**src/rtl/uart_tx_frame_if.sv**
```systemverilog
// Parallel-side bundle of the UART transmit framer: payload request, frame options,
// and the registered serial line / busy flag going back out.
interface uart_tx_frame_if #(
   parameter int DATA_WIDTH = 8
);
   logic [DATA_WIDTH-1:0] P_DATA;
   logic                  Data_Valid;
   logic                  PAR_EN;
   logic                  PAR_TYP;
   logic                  TX_OUT;
   logic                  busy;

   // master: FIFO/synchroniser side presenting the byte; slave: the framer itself.
   modport master (
      output P_DATA, Data_Valid, PAR_EN, PAR_TYP,
      input  TX_OUT, busy
   );

   modport slave (
      input  P_DATA, Data_Valid, PAR_EN, PAR_TYP,
      output TX_OUT, busy
   );
endinterface

```
**src/rtl/uart_tx_frame.sv**
```systemverilog
// UART transmit framer: start, LSB-first data, optional parity, stop; one clk per bit.
// Parity bit and PARITY state exist only when UART_TX_PARITY_EN is defined.
module uart_tx_frame #(
   parameter int DATA_WIDTH = 8
) (
   input  logic           clk,
   input  logic           rst_n,
   uart_tx_frame_if.slave tx_if
);

   localparam int                CNT_W    = (DATA_WIDTH > 1) ? $clog2(DATA_WIDTH) : 1;
   localparam logic [CNT_W-1:0]  LAST_BIT = CNT_W'(DATA_WIDTH - 1);

   localparam logic [2:0] ST_IDLE   = 3'd0;
   localparam logic [2:0] ST_START  = 3'd1;
   localparam logic [2:0] ST_DATA   = 3'd2;
   localparam logic [2:0] ST_STOP   = 3'd3;
`ifdef UART_TX_PARITY_EN
   localparam logic [2:0] ST_PARITY = 3'd4;
`endif

   logic [2:0]            state_q;
   logic [2:0]            state_d;
   logic [CNT_W-1:0]      cnt_q;
   logic [DATA_WIDTH-1:0] shreg_q;
   logic                  tx_out_d;
   logic                  tx_out_q;
   logic                  busy_q;
   logic                  accept;

   // Data_Valid only matters in IDLE; anywhere else it is simply dropped.
   assign accept = (state_q == ST_IDLE) && tx_if.Data_Valid;

`ifdef UART_TX_PARITY_EN
   logic par_en_q;
   logic par_q;

   always_ff @(posedge clk or negedge rst_n) begin
      if (!rst_n) begin
         par_en_q <= 1'b0;
         par_q    <= 1'b0;
      end else if (accept) begin
         par_en_q <= tx_if.PAR_EN;
         par_q    <= tx_if.PAR_TYP ? ~^tx_if.P_DATA : ^tx_if.P_DATA;
      end
   end
`else
   logic unused_par_inputs;
   assign unused_par_inputs = tx_if.PAR_EN | tx_if.PAR_TYP;
`endif

   always_comb begin
      // NOTE: default every always_comb output first so no path leaves it unassigned (latch).
      state_d = state_q;
      case (state_q)
         ST_IDLE:  if (tx_if.Data_Valid) state_d = ST_START;
         ST_START: state_d = ST_DATA;
         ST_DATA: begin
            if (cnt_q == LAST_BIT) begin
`ifdef UART_TX_PARITY_EN
               state_d = par_en_q ? ST_PARITY : ST_STOP;
`else
               state_d = ST_STOP;
`endif
            end
         end
`ifdef UART_TX_PARITY_EN
         ST_PARITY: state_d = ST_STOP;
`endif
         ST_STOP:  state_d = ST_IDLE;
         default:  state_d = ST_IDLE;
      endcase
   end

   // The line register lags the state by one edge, so each state's bit appears
   // on the edge that leaves it and TX_OUT never depends combinationally on inputs.
   always_comb begin
      tx_out_d = 1'b1;
      case (state_q)
         ST_START:  tx_out_d = 1'b0;
         ST_DATA:   tx_out_d = shreg_q[0];
`ifdef UART_TX_PARITY_EN
         ST_PARITY: tx_out_d = par_q;
`endif
         default:   tx_out_d = 1'b1;
      endcase
   end

   always_ff @(posedge clk or negedge rst_n) begin
      if (!rst_n) begin
         state_q  <= ST_IDLE;
         cnt_q    <= '0;
         shreg_q  <= '0;
         tx_out_q <= 1'b1;
         busy_q   <= 1'b0;
      end else begin
         // NOTE: sequential state uses non-blocking assignments so every flop sees pre-edge values.
         state_q  <= state_d;
         tx_out_q <= tx_out_d;
         busy_q   <= (state_q != ST_IDLE);
         if (accept) begin
            shreg_q <= tx_if.P_DATA;
            cnt_q   <= '0;
         end else if (state_q == ST_DATA) begin
            shreg_q <= shreg_q >> 1;
            cnt_q   <= (cnt_q == LAST_BIT) ? '0 : cnt_q + 1'b1;
         end
      end
   end

   assign tx_if.TX_OUT = tx_out_q;
   assign tx_if.busy   = busy_q;

endmodule

```
**src/flat_wrapper.sv**
```systemverilog
// flat-port wrapper written by rule: the top's interface ports become plain ports
module uart_tx_frame_flat 
#(
   parameter int DATA_WIDTH = 8
)
  (clk, rst_n, tx_if_P_DATA, tx_if_Data_Valid, tx_if_PAR_EN, tx_if_PAR_TYP, tx_if_TX_OUT, tx_if_busy);
  uart_tx_frame_if #(.DATA_WIDTH(DATA_WIDTH)) tx_if_i ();
  input  logic clk;
  input  logic rst_n;
  input wire logic [$bits(tx_if_i.P_DATA)-1:0] tx_if_P_DATA;
  input wire logic [$bits(tx_if_i.Data_Valid)-1:0] tx_if_Data_Valid;
  input wire logic [$bits(tx_if_i.PAR_EN)-1:0] tx_if_PAR_EN;
  input wire logic [$bits(tx_if_i.PAR_TYP)-1:0] tx_if_PAR_TYP;
  output wire logic [$bits(tx_if_i.TX_OUT)-1:0] tx_if_TX_OUT;
  output wire logic [$bits(tx_if_i.busy)-1:0] tx_if_busy;
  assign tx_if_i.P_DATA = tx_if_P_DATA;
  assign tx_if_i.Data_Valid = tx_if_Data_Valid;
  assign tx_if_i.PAR_EN = tx_if_PAR_EN;
  assign tx_if_i.PAR_TYP = tx_if_PAR_TYP;
  assign tx_if_TX_OUT = tx_if_i.TX_OUT;
  assign tx_if_busy = tx_if_i.busy;
  uart_tx_frame #(.DATA_WIDTH(DATA_WIDTH)) u_core (.clk(clk), .rst_n(rst_n), .tx_if(tx_if_i));
endmodule
```
**config.mk**
```make
export PLATFORM = sky130hd
export DESIGN_NAME = uart_tx_frame_flat
export DESIGN_NICKNAME = d
export VERILOG_FILES = /design/src/rtl/uart_tx_frame_if.sv /design/src/rtl/uart_tx_frame.sv /design/src/flat_wrapper.sv
export SDC_FILE = /design/constraint.sdc
export NUM_CORES = 1
export LEC_CHECK = 0
export ABC_CLOCK_PERIOD_IN_PS = 1400
export CORE_MARGIN = 10
export CORE_UTILIZATION = 49
export DETAILED_ROUTE_END_ITERATION = 6
export MAX_ROUTING_LAYER = met4
export PLACE_DENSITY = 0.85
export REMOVE_ABC_BUFFERS = 1
export SYNTH_ARGS = -nofsm -noshare
export SYNTH_HDL_FRONTEND = slang
export SYNTH_SLANG_ARGS = --single-unit
```
**constraint.sdc**
```tcl
create_clock -name clk -period 1.4 [get_ports clk]
set_input_delay 0.42 -clock clk [delete_from_list [all_inputs] [get_ports clk]]
set_output_delay 0.42 -clock clk [all_outputs]
set_load 0.1 [all_outputs]
```
After elaboration in Yosys (flattened, before gate mapping)

Index checks and enable logic that the tools add are counted.

Register bits after elaboration: 16
Input port bits: 13
Output and inout bits: 2
Logic and storage cells: 25

Add/subtract/negate cells: 1
Equality and inequality tests: 5
Muxes and demuxes: 9
Reductions and logical operators: 5

Operators with widths:

| kind                | count |
|---|---|
| $mux 8              | 2 |
| $mux 3              | 5 |
| $pmux 3 s3          | 1 |
| $ne 2x2->1 const B  | 2 |
| $add 3x1->3 const B | 1 |
| $eq 3x1->1 const B  | 1 |
| $eq 3x2->1 const B  | 1 |
| $eq 3x3->1 const B  | 1 |
| $logic_not 3->1     | 1 |
| $reduce_bool 3->1   | 1 |
| $pmux 1 s2          | 1 |
| $reduce_and 2->1    | 1 |
| $reduce_bool 2->1   | 1 |
| $logic_and 1x1->1   | 1 |

Depth between registers and ports, before layout

Depth in word-level cells: 4
Mapped depth: 7
Depth with buffers taken out: 5

Worst setup path after synthesis

Ideal clock, no wire load.

Path kind: register -> output
Start: reg u_core.busy_q, in the netlist u_core.tx_if.busy
End: out tx_if_busy
Arrival time: 0.883 ns
Data required time: 0.980 ns
Path slack: 0.097 ns
Cell stages (with the launch flop): 1
Path buffers: 0
Cell sequence: dfrtp_1

RTL lines:

| item                   | line                 | source |
|---|---|---|
| from (decl)            | uart_tx_frame.sv:28  | `logic busy_q;` |
| from (signal assigned) | uart_tx_frame.sv:100 | `busy_q <= (state_q != ST_IDLE);` |
| to (decl)              | flat_wrapper.sv:15   | `output wire logic [$bits(tx_if_i.busy)-1:0] tx_if_busy;` |

No word-level cell between the ends.

Final worst setup path

Start: reg u_core.tx_out_q, in the netlist u_core.tx_if.TX_OUT
End: out tx_if_TX_OUT

RTL lines:

| item                   | line                | source |
|---|---|---|
| from (decl)            | uart_tx_frame.sv:27 | `logic tx_out_q;` |
| from (signal assigned) | uart_tx_frame.sv:99 | `tx_out_q <= tx_out_d;` |
| to (decl)              | flat_wrapper.sv:14  | `output wire logic [$bits(tx_if_i.TX_OUT)-1:0] tx_if_TX_OUT;` |

No word-level cell between the ends.

==> out/metrics.cfg <==
[run_status]
status = complete, but fails checks
violations = setup timing

[drt]
antenna_left = 0
via_per_inst = 4.937
dr_total_vias = 469
dr.pass1.iters = 2
finalWirelength_um = 1191
wire_per_inst_um = 12.54
drcViolationCount = 0
drt_iter0_drc = 7

[grt]
grt_pass1_wl_um = 2028
antenna_found_initial = 0
grt_max_degree = 20
grt_pass1_vias = 472
grt_use_total_pct = 7.429
overflow = 0

[clocking]
cts-buffers-inserted = 3
clockBufferDepth = 2
cts_tree = done
cts_hold_buf = 0
clk_pin_slew_worst_paths_ns = 0.09
cts_num_sinks = 15
htreeDepth = 1
root_buffer = clkbuf_4
clock_latency_ns = 0.28

[setup_path]
r2r_slack_ns = 0.07
path_buf_inv = 1
r2r_end = u_core.state_q[1]$_DFFE_PN0P_
crit_family = flip-flops
slowest_delay_ns = 0.55
required_ns = 0.98
reg2regPathDepth = 5
end_kind = primary output
crit_fanout = 1
crit_cells = 1
cp-start-kind = flop
worst_r2r_startpoint = u_core.state_q[1]$_DFFE_PN0P_
crit_type = reg -> out
cpMaxStageDelayCell = dfstp_2
arrival_ns = 0.99
cp_cell_sequence = buf_12

[cells_and_area]
fin_nets = 98
num-fill-cells = 121
layout-drive-gt1-share_pct = 27.85
n_antenna_cell = 0
area_delta_synth_final_pct = 20.67

[synthesis]
synth_compound_area_share_pct = 12.24
yosysWarnings = 0
postSynthCellCount = 65
synth_xor_area_share_pct = 0
synth_mux_area_share_pct = 14.63
avgSynthCellArea_um2 = 12.11
synth_top_family_by_area = multiplexers
synthSimpleGateAreaFrac_pct = 8.108
synth_area_um2 = 787.0
ys_ff_latch = 15
synthAdderAreaFrac_pct = 7.949
seq_area_frac_synth_pct = 47.85
synth.distinct_cells = 17

[floorplanning]
dieArea_mm2 = 0.003609
io_pins = 15
rows = 14
start_util_pct = 52.24
fp.dieH_um = 60.08
core_mm2 = 0.001506
die_x_um = 60.08

[place]
routabilityCongestion = 0.7118
portBuffers = 12
dp_hpwl_um = 925.9
post-place-ws_ns = -0.1480

[timing]
setup_viol = 1
grt_setup_unrepaired = yes
final-hold-violation-count = 0
maxClockFrequency_mhz = 709.1
hold_ws_ns = 0.4451
setup_tns_ns = -0.01030
postLayoutSetupSlackWorst_ns = -0.01030
fin_skew_ns = 0.007677
period_needed_ns = 1.410
drv_slew = 0
relSlewSlack_pct = 84.81
tightest_slew_ns = 0.2279
final.period_utilization_pct = 100.7

[power_and_ir_drop]
total_power_mw = 2.243
p_per_area_mw_per_mm2 = 2362
p_leak_nw = 0.4304
peakVddDrop_mv = 1.020

[worst_hold_path]
hp-class = in -> async

[run]
drv_cap = 0

-- per-layer routing --
layer	wire [um]	share of wire (%)	GRT usage (%)	vias up
li1	-	-	-	247
met1	495	42	7.891	213
met2	594	50	11.32	7
met3	91	7.6	3.390	2
met4	9	0.76	3.846	0
met5	0	0	-	-
-- through the flow --
step                cell area (um2)  std cells  util (%)
floorplan                     729.5         61         -
global placement              917.1         91     60.88
detailed placement            917.1         91     60.88
CTS                           944.7         95     62.71
global route                  949.7         95     63.04
finish                        949.7         95     63.04
-- where the power goes --
part	internal [mW]	switching [mW]
registers	0.654	0.130
clock network	0.106	0.136
logic	0.592	0.626
total	1.35	0.892
-- how the worst max path moves through the flow --
stage                                        startpoint                            end
final                     u_core.tx_if.TX_OUT$_DFF_PN1_                   tx_if_TX_OUT
after global routing      u_core.tx_if.TX_OUT$_DFF_PN1_                   tx_if_TX_OUT
after CTS                 u_core.tx_if.TX_OUT$_DFF_PN1_                   tx_if_TX_OUT
after detailed placement               tx_if_Data_Valid  u_core.state_q[1]$_DFFE_PN0P_
after global placement                 tx_if_Data_Valid  u_core.state_q[1]$_DFFE_PN0P_
after floorplan           u_core.state_q[0]$_DFFE_PN0P_  u_core.state_q[1]$_DFFE_PN0P_
-- cell families (layout without fill, tap and decap cells) --
kind of cell | after synthesis | in the layout
muxes | 11 | 11
buffers and inverters | 8 | 22
DFF | 15 | 15
adders and majority gates | 5 | 5
and+or+nand+nor | 15 | 15
AOI/OAI and AO/OA | 11 | 11
-- synth_stat cells --
cell / number / area, um2
o22a_2: 1 / 10.01
and2_4: 1 / 8.760
buf_6: 2 / 22.52
dfrtp_1: 14 / 350.3
a2bb2oi_2: 1 / 15.01
o21ai_0: 2 / 10.01
mux2i_1: 10 / 100.1
mux2_4: 1 / 15.01
nand2_1: 9 / 33.78
nand2b_1: 1 / 6.260
dfstp_2: 1 / 26.28
ha_1: 5 / 62.56
o21ai_2: 7 / 61.31
inv_1: 4 / 15.01
nor2_1: 4 / 15.01
buf_12: 1 / 20.02
buf_8: 1 / 15.01
-- cell type report --
cell class | count | area (um2) | share of cell area, %
Tap cell | 16 | 20.02 | 2.108
Multi-Input combinational cell | 42 | 342.8 | 36.10
Inverter | 4 | 15.01 | 1.581
Clock buffer | 3 | 22.52 | 2.372
Timing Repair Buffer | 14 | 167.7 | 17.65
Sequential cell | 15 | 376.6 | 39.66
Clock inverter | 1 | 5.005 | 0.5270
-- flip-flops by register name (all words and copies together), names as in the netlist --
name	cells
u_core.cnt_q	3
u_core.state_q	2
u_core.tx_if.TX_OUT	1
u_core.shreg_q	8
u_core.tx_if.busy	1
-- cells in the final DEF (no fill, tap or decap) --
cell type        count
nor2_1               4
mux2i_1             10
mux2_4               1
nand2_1              9
and2_4               1
nand2b_1             1
buf_12               3
clkinv_2             1
ha_2                 2
buf_4                1
dfstp_2              1
clkdlybuf4s50_1     10
ha_1                 3
inv_1                4
a2bb2oi_2            1
o22a_2               1
dfrtp_1             14
clkbuf_4             3
o21ai_0              2
o21ai_2              7
-- what timing repair did --
action,CTS,global route
buffers inserted,0,0
gates resized for setup,0,2
endpoints found under the setup margin,1,3
(Power assumes the default switching activity.)
